==> config.mk <==
export PLATFORM = sky130hd
export DESIGN_NAME = dmem_arbiter
export DESIGN_NICKNAME = d
export VERILOG_FILES = /design/src/rtl/dmem_arbiter.sv
export SDC_FILE = /design/constraint.sdc
export NUM_CORES = 1
export LEC_CHECK = 0
export ABC_AREA = 1
export CAP_MARGIN = 15
export CORE_MARGIN = 5
export CORE_UTILIZATION = 35
export CTS_BUF_LIST = sky130_fd_sc_hd__clkbuf_16
export DETAILED_ROUTE_END_ITERATION = 16
export HOLD_SLACK_MARGIN = 0.06
export PLACE_DENSITY_LB_ADDON = 0.3
export SYNTH_ARGS = -nofsm -noshare
export SYNTH_HDL_FRONTEND = slang
export SYNTH_SLANG_ARGS = --single-unit
==> constraint.sdc <==
create_clock -name clk -period 1.25 [get_ports clk]
set_input_delay 0.1875 -clock clk [delete_from_list [all_inputs] [get_ports clk]]
set_output_delay 0.1875 -clock clk [all_outputs]
set_load 0.05 [all_outputs]
==> src/rtl/dmem_arbiter.sv <==
// dmem_arbiter: two-port round-robin arbiter in front of a single word-addressed
// data memory. One transaction is in flight at a time: accept (IDLE), drive the
// memory command for one cycle (ISSUE), return a one-cycle response (RESP).
// Addresses at or above DEPTH are answered with an error and never reach memory.
//
// Ports:
//   clk, reset                       clock, synchronous active-high reset
//   reqN_valid/ready/we/addr/wdata   request handshake and payload, N = 0 (core), 1 (DMA)
//   rspN_valid/err/rdata             registered one-cycle response to the granted port
//   MemRead, MemWrite                memory strobes, high only during ISSUE
//   address, WriteData               memory address and write data, zero outside ISSUE
//   ReadData                         memory read data, valid by the end of ISSUE
module dmem_arbiter #(
    parameter int unsigned XLEN  = 32,
    parameter int unsigned DEPTH = 512
) (
    input  logic            clk,
    input  logic            reset,

    input  logic            req0_valid,
    output logic            req0_ready,
    input  logic            req0_we,
    input  logic [XLEN-1:0] req0_addr,
    input  logic [XLEN-1:0] req0_wdata,
    output logic            rsp0_valid,
    output logic            rsp0_err,
    output logic [XLEN-1:0] rsp0_rdata,

    input  logic            req1_valid,
    output logic            req1_ready,
    input  logic            req1_we,
    input  logic [XLEN-1:0] req1_addr,
    input  logic [XLEN-1:0] req1_wdata,
    output logic            rsp1_valid,
    output logic            rsp1_err,
    output logic [XLEN-1:0] rsp1_rdata,

    output logic            MemRead,
    output logic            MemWrite,
    output logic [XLEN-1:0] address,
    output logic [XLEN-1:0] WriteData,
    input  logic [XLEN-1:0] ReadData
);

    localparam logic [XLEN-1:0] DepthW = XLEN'(DEPTH);

    typedef enum logic [1:0] {StIdle, StIssue, StResp} state_e;

    state_e          state_q, state_d;
    logic            last_grant_q;
    logic            port_q;
    logic            we_q;
    logic            err_q;
    logic [XLEN-1:0] addr_q;
    logic [XLEN-1:0] wdata_q;

    logic            any_valid;
    logic            grant;
    logic            accept;
    logic            sel_we;
    logic [XLEN-1:0] sel_addr;
    logic [XLEN-1:0] sel_wdata;
    logic [XLEN-1:0] rsp_data;

    // Arbitration: a lone requester always wins; on a tie the port that was
    // not granted last time wins.
    always_comb begin
        any_valid = req0_valid | req1_valid;
        if (req0_valid && req1_valid) begin
            grant = ~last_grant_q;
        end else begin
            grant = req1_valid;
        end
        req0_ready = (state_q == StIdle) && any_valid && !grant;
        req1_ready = (state_q == StIdle) && any_valid && grant;
        accept     = req0_ready | req1_ready;
        sel_we     = grant ? req1_we    : req0_we;
        sel_addr   = grant ? req1_addr  : req0_addr;
        sel_wdata  = grant ? req1_wdata : req0_wdata;
    end

    always_comb begin
        state_d = state_q;
        unique case (state_q)
            StIdle:  if (accept) state_d = StIssue;
            StIssue: state_d = StResp;
            StResp:  state_d = StIdle;
            default: state_d = StIdle;
        endcase
    end

    // Memory command is only presented during ISSUE and only for in-range addresses.
    always_comb begin
        MemRead   = 1'b0;
        MemWrite  = 1'b0;
        address   = '0;
        WriteData = '0;
        if (state_q == StIssue && !err_q) begin
            MemRead   = !we_q;
            MemWrite  = we_q;
            address   = addr_q;
            WriteData = wdata_q;
        end
    end

    // Only successful reads return memory data.
    assign rsp_data = (!we_q && !err_q) ? ReadData : '0;

    always_ff @(posedge clk) begin
        if (reset) begin
            state_q      <= StIdle;
            last_grant_q <= 1'b1;
            port_q       <= 1'b0;
            we_q         <= 1'b0;
            err_q        <= 1'b0;
            addr_q       <= '0;
            wdata_q      <= '0;
            rsp0_valid   <= 1'b0;
            rsp0_err     <= 1'b0;
            rsp0_rdata   <= '0;
            rsp1_valid   <= 1'b0;
            rsp1_err     <= 1'b0;
            rsp1_rdata   <= '0;
        end else begin
            state_q <= state_d;
            if (accept) begin
                port_q       <= grant;
                last_grant_q <= grant;
                we_q         <= sel_we;
                addr_q       <= sel_addr;
                wdata_q      <= sel_wdata;
                err_q        <= (sel_addr >= DepthW);
            end
            // Response registers are loaded at the end of ISSUE and cleared one
            // cycle later, so they are non-zero only while rsp_valid is high.
            rsp0_valid <= 1'b0;
            rsp0_err   <= 1'b0;
            rsp0_rdata <= '0;
            rsp1_valid <= 1'b0;
            rsp1_err   <= 1'b0;
            rsp1_rdata <= '0;
            if (state_q == StIssue) begin
                if (port_q) begin
                    rsp1_valid <= 1'b1;
                    rsp1_err   <= err_q;
                    rsp1_rdata <= rsp_data;
                end else begin
                    rsp0_valid <= 1'b1;
                    rsp0_err   <= err_q;
                    rsp0_rdata <= rsp_data;
                end
            end
        end
    end

endmodule
* Word-level counts from Yosys, hierarchy flattened
Index checks and enable logic that the tools add are counted.
** Cells by class
- Magnitude comparators :: 1
- Eq/ne operators :: 2
- Multiplexer cells :: 13
- Bitwise gates (word level) :: 5
- Reduce and logical (&&, ||, !) cells :: 13
** Operators with widths (number)
- $mux 32 :: 5
- $ge 32x10->1 const B :: 1
- $logic_and 1x1->1 :: 6
- $mux 1 :: 6
- $reduce_or 3->1 :: 2
- $pmux 2 s2 :: 1
- $logic_not 1->1 :: 3
- $not 1->1 :: 3
- $eq 2x1->1 const B :: 1
- $logic_not 2->1 :: 1
- $mux 2 :: 1
- $ne 2x2->1 const B :: 1
- $or 1x1->1 :: 2
- $reduce_or 2->1 :: 1
** Storage, ports and cells
- Flip-flop bits (word level) :: 138
- Output and inout port bits :: 136
- Logic and storage cells :: 47

* Longest topological paths before layout
Gate-level depths: netlist of the first run.
- Depth after elaboration :: 7
- Gate-level depth with buffers :: 11
- Gate-level depth less buffers :: 11

* Least setup slack after synthesis of the first run
OpenSTA, ideal clock, no wires.
- Kind :: register -> output
- Start :: register state_q[0]
- End :: output WriteData[12]
- Data arrival time :: 1.567 ns
- Data required time :: 1.062 ns
- Setup slack :: -0.505 ns
- Stages on the path, launching flop included :: 7
- Buffers on the path :: 2
- Cell sequence :: dfxtp_1 -> inv_1 -> nor2_1 -> nand2_1 -> clkbuf_1 -> clkbuf_1 -> nor2_1
** Between the ends
- Word-level cells in the longest chain between the ends :: 3
** RTL lines
- start, declared :: RTL line 49 : state_e state_q, state_d;
- start signal, assigned :: RTL line 111 : state_q <= StIdle;
- start signal, assigned :: RTL line 125 : state_q <= state_d;
- $eq 2x1->1 :: RTL line 98 : if (state_q == StIssue && !err_q) begin
- $logic_and 1x1->1 :: RTL line 98
- $mux 32 :: RTL line 98
- end, declared :: RTL line 41 : output logic [XLEN-1:0] WriteData,
Every way passes these cells.

* Final worst setup path of the first run
- Start :: register state_q[0]
- End :: output WriteData[19]
Same word-level chain as after synthesis.

==> flow_summary.json, run 1 <==
{
  "status": "complete, but fails checks",
  "violations": "negative setup slack",
  "hold_viol": 0,
  "drtPass1Iterations": 5,
  "tritoncts": "yes",
  "cp_data_arrival_time_ns": 1.56,
  "crit_fanout": 29,
  "die_h_um": 135,
  "wl_per_cell_um": 20.1,
  "num_antenna_cells": 0,
  "power.density_mw_per_mm2": 1080,
  "setup_viol": 205,
  "leakagePower_nw": 5.25,
  "final_common_cell": "clkdlybuf4s50_1",
  "clk_path_buf_depth": 2,
  "setup_tns_ns": -63.58,
  "stdcell_count": 1323,
  "placement_rows": 45,
  "syn_inst": 750,
  "yosysWarnings": 0,
  "critPathRequiredTime_ns": 1.06,
  "rsz0062_at_grt": "yes",
  "start_util": 0.358,
  "first_iter_violations": 392,
  "drc": 0,
  "fmax_ghz": 0.572,
  "relSlewSlack": 0.726,
  "clk_latency_ns": 0.41,
  "grt_util_all_layers": 0.262,
  "final_cell_mix": "clkdlybuf4s50_1 (163), buf_12 (157), nand2_1 (137), dfxtp_1 (135), inv_1 (102)",
  "dp_hpwl_um": 15600,
  "design_area_mm2": 0.0133,
  "drive_gt1_frac": 0.433,
  "endpoint_kind": "output port",
  "io_buffers": 301,
  "layout_min_cycle_time_ns": 1.75,
  "vias_per_cell": 5.07,
  "wl_um": 26600,
  "power_mw": 14.4,
  "max_stage_delay_ns": 0.33,
  "numClockSinks": 138,
  "report.final.slew_viol_count": 0,
  "num_vias": 6712,
  "nNetsFinal": 1289,
  "path_cells": "inv_2, nor2_4, nand2_4, buf_12, nor2_4, buf_12",
  "syn_area_mm2": 0.00544,
  "crit_buf_inv": 3,
  "max_cap_violations": 0,
  "post_synth.cell_area_avg_um2": 7.26,
  "clock_skew_ns": 0.00695,
  "dp_slack_ns": -0.515,
  "syn_to_final_growth_pct": 144,
  "grt_max_degree": 70,
  "cts_root_buffer": "clkbuf_16",
  "hold_class": "in -> reg",
  "htreeDepth": 4,
  "core_area_mm2": 0.0152,
  "ir_worst_vdd_uv": 1040,
  "fin_ws_ns": -0.500,
  "ios": 302,
  "placed_cell_area_mm2": 0.0109,
  "cts_buffers": 17,
  "grt_pass1_wl_um": 37000,
  "place_congestion": 0.809,
  "ys_seq_area_frac": 0.508,
  "grt_pass1_vias": 6701,
  "overflow": 0,
  "placedCellCount": 1253,
  "ant_nets": 0,
  "syn-num-nets": 916,
  "clk_pin_slew_ns": 0.06,
  "synthDistinctLibCells": 20,
  "fin_crit_sh": 1.40,
  "antenna_found_initial": 0,
  "ys_seq_elements": 138,
  "criticalPathCategory": "reg -> out",
  "die_area_mm2": 0.0181,
  "die_x_um": 135,
  "worst_slew_pin_slew_ns": 0.410,
  "crit_family": "buffers and inverters",
  "slowest_stage": "dfxtp_2",
  "critPathLaunchType": "register"
}
sequential cells by signal, indices dropped and copies added, names as in the netlist, 2 cells and up:
register,flops
state_q,2
rsp1_rdata,32
wdata_q,32
rsp0_rdata,32
addr_q,32
tightest hold or removal path: cells and delay by family:
family,cells,cell delay (ns)
buf+inv,3,0.39
simple gates,1,0.08
report_power, final:
part	total, mW	switching (mW)	internal, mW
Sequential	4.82	0.135	4.68
Combinational	4.43	2.37	2.05
Clock	5.15	2.01	3.14
Total	14.4	4.52	9.88
layout make-up:
cell class,count,area (µm²)
Timing Repair Buffer,405,5780
Multi-Input combinational cell,454,3470
Sequential cell,138,2770
Fill cell,674,1930
Clock buffer,17,425
Inverter,107,419
Tap cell,188,235
Clock inverter,14,171
stage by stage:
step,util,hold slack [ns]
6_report,0.873,0.294
5_1_grt,0.873,0.292
4_1_cts,0.826,0.124
3_5_place_dp,0.720,0.438
3_3_place_gp,0.720,0.440
2_1_floorplan,-,0.325
final timing paths:
kind	slack, ns	depth (start not counted)	to	start
worst max-delay path	-0.50	6	WriteData[19]	state_q[0]
worst min-delay path	0.29	4	state_q[1]	reset
worst max register to register	-0.38	12	err_q	last_grant_q
worst min register to register	0.49	2	addr_q[8]	addr_q[8]
layer usage:
metal  vias to the layer above  routed length [µm]  global-route usage
li1                       3107                   -                   -
met1                      3213                9310               0.277
met2                       323               14100               0.477
met3                        69                2240              0.0868
met4                         0                 968               0.108
met5                         -                   0                   0
synthesized netlist by cell type:
cell	number	area, µm²
nand2_1	158	593
dfxtp_1	138	2760
nor2_1	124	465
inv_1	104	390
nor3_1	64	320
clkbuf_1	30	113
a31oi_1	27	169
a211oi_1	24	180
nand3_1	22	110
a21oi_1	17	85.1
o21ai_1	11	55.1
buf_2	10	50.1
buf_4	9	67.6
o21ai_0	4	20.0
inv_2	3	11.3
buf_1	1	3.75
buf_6	1	11.3
nand2_2	1	6.26
nor2_4	1	11.3
o21ai_4	1	16.3
what timing repair did:
action | CTS | global route
pin swaps | 25 | 12
buffers inserted | 16 | 8
resized for setup | 132 | 114
setup endpoints to repair | 203 | 204
hold buffers | 0 | 0
gates cloned | 13 | 4
cells by family (layout without fill, tap and decap cells):
| logic type | count (synthesis) | in the layout | share of synthesized area |
|---|---|---|---|
| AOI/OAI and AO/OA | 84 | 84 | 0.0966 |
| buffers and inverters | 158 | 543 | 0.119 |
| DFF | 138 | 138 | 0.508 |
| and+or+nand+nor | 370 | 370 | 0.277 |
Note: power is estimated with default switching activity, not from simulation.
==> run 2, diff against run 1 <==
--- a/config.mk
+++ b/config.mk
@@ -10,9 +10,11 @@
 export CORE_MARGIN = 5
 export CORE_UTILIZATION = 35
 export CTS_BUF_LIST = sky130_fd_sc_hd__clkbuf_16
+export CTS_CLUSTER_DIAMETER = 60
 export DETAILED_ROUTE_END_ITERATION = 16
 export HOLD_SLACK_MARGIN = 0.06
-export PLACE_DENSITY_LB_ADDON = 0.3
+export PLACE_DENSITY = 0.8
+export SLEW_MARGIN = 20
 export SYNTH_ARGS = -nofsm -noshare
 export SYNTH_HDL_FRONTEND = slang
 export SYNTH_SLANG_ARGS = --single-unit
==> run 2 against run 1 <==
The run still ends with negative setup slack left; via count rose by 2.8%; global-route usage increased by 1.9 points; clock power is 2% lower; critical path type unchanged; largest power group unchanged.
==> flow_summary.json, run 2 (synthesis gave the netlist of run 1 again) <==
{
  "drtPass1Iterations": 6,
  "dp_hpwl_um": 15900,
  "fin_crit_sh": 1.47,
  "r2r_setup_slack_ns": -0.45,
  "power_mw": 14.6,
  "endpoint_kind": "output port",
  "leakagePower_nw": 5.26,
  "die_h_um": 135,
  "clk_latency_ns": 0.42,
  "die_area_mm2": 0.0181,
  "grt_pass1_wl_um": 39100,
  "fin_ws_ns": -0.584,
  "io_buffers": 301,
  "cts_buffers": 17,
  "met1_usage": 0.282,
  "grt_util_all_layers": 0.281,
  "grt_pass1_vias": 7068,
  "top_usage_layer": "met2",
  "num_antenna_cells": 0,
  "cp_data_arrival_time_ns": 1.65,
  "crit_cells": 7,
  "slowest_stage": "dfxtp_2",
  "relSlewSlack": 0.733,
  "hold_class": "in -> reg",
  "crit_fanout": 5,
  "worst_slew_pin_slew_ns": 0.400,
  "power.density_mw_per_mm2": 1100,
  "setup_viol": 205,
  "layout_min_cycle_time_ns": 1.83,
  "syn_to_final_growth_pct": 143,
  "placement_rows": 45,
  "place_congestion": 0.842,
  "final_common_cell": "clkdlybuf4s50_1",
  "crit_start": "state_q[0]",
  "worstHoldStart": "reset",
  "clk_path_buf_depth": 2,
  "core_area_mm2": 0.0152,
  "criticalPathCategory": "reg -> out",
  "antenna_found_initial": 0,
  "htreeDepth": 4,
  "clock_skew_ns": 0.0105,
  "tritoncts": "yes",
  "wl_um": 28000,
  "start_util": 0.358,
  "hold_viol": 0,
  "use_met2": 0.530,
  "clk_pin_slew_ns": 0.06,
  "vias_per_cell": 5.19,
  "final_cell_mix": "clkdlybuf4s50_1 (163), buf_12 (154), dfxtp_1 (135), nand2_1 (124), inv_1 (102)",
  "gr-usage-met3": 0.0894,
  "fmax_ghz": 0.545,
  "max_cap_violations": 0,
  "rsz0062_at_grt": "yes",
  "status": "complete, but fails checks",
  "path_cells": "inv_2, nor2_4, nand2_4, buf_12, buf_16, nor2_4, buf_12",
  "nNetsFinal": 1294,
  "ant_nets": 0,
  "critPathLaunchType": "register",
  "ir_worst_vdd_uv": 1100,
  "drive_gt1_frac": 0.445,
  "first_iter_violations": 449,
  "reg2reg_depth": 10,
  "grt_max_degree": 70,
  "wl_per_cell_um": 21.1,
  "placedCellCount": 1245,
  "stdcell_count": 1329,
  "cts_root_buffer": "clkbuf_16",
  "crit-reg2reg-launch": "state_q[1]",
  "violations": "negative setup slack",
  "ios": 302,
  "setup_tns_ns": -61.80,
  "endpoint": "WriteData[19]",
  "crit_family": "buffers and inverters",
  "report.final.slew_viol_count": 0,
  "die_x_um": 135,
  "max_stage_delay_ns": 0.35,
  "num_vias": 6897,
  "r2r_end": "wdata_q[30]",
  "drc": 0,
  "numClockSinks": 138,
  "critPathRequiredTime_ns": 1.06,
  "overflow": 0,
  "crit_buf_inv": 4
}
[run 2: how the worst min path moves through the flow]
stage | depth (start not counted) | end
6_report | 4 | state_q[1]
2_1_floorplan | 2 | wdata_q[1]
3_5_place_dp | 2 | wdata_q[15]
5_1_grt | 4 | state_q[1]
4_1_cts | 4 | state_q[1]
3_3_place_gp | 2 | last_grant_q
[run 2: where the power goes]
group          switching (mW)  leakage [nW]  internal [mW]
Combinational            2.47          3.85           2.26
Sequential              0.149          1.13           4.68
Clock                    2.21         0.283           2.83
[run 2: area by class of cell]
cell class,instances,area (µm²)
Sequential cell,138,2770
Inverter,107,419
Fill cell,674,1960
Timing Repair Buffer,408,5900
Multi-Input combinational cell,455,3320
Tap cell,188,235
Clock inverter,15,156
Timing Repair inverter,1,16.3
Clock buffer,17,425
[run 2: per-stage QoR]
step / utilization / worst slack [ns] / hold slack, ns / area, µm²
3_3_place_gp: 0.714 / -0.707 / 0.465 / 10800
6_report: 0.871 / -0.584 / 0.283 / 13200
2_1_floorplan: - / -0.119 / 0.325 / 6050
4_1_cts: 0.842 / -0.548 / 0.228 / 12800
3_5_place_dp: 0.714 / -0.850 / 0.482 / 10800
5_1_grt: 0.871 / -0.605 / 0.281 / 13200
[run 2: repair_timing]
action | in CTS | in global routing
hold endpoints to repair | 0 | 0
setup endpoints to repair | 203 | 204
pin swaps | 42 | 11
setup buffers | 27 | 7
gates cloned | 19 | 4
resized for setup | 188 | 82
hold buffers | 0 | 0
[run 2: routing by layer]
metal	wire length [µm]	part of all wire
met1	9370	0.33
met5	0	0
met4	1370	0.049
met3	2250	0.080
met2	15000	0.54
[run 2: worst min-delay path, cell delays in order]
cell and delay [ns]:
buf_2 0.14, nor2_4 0.08, buf_4 0.14, buf_4 0.12
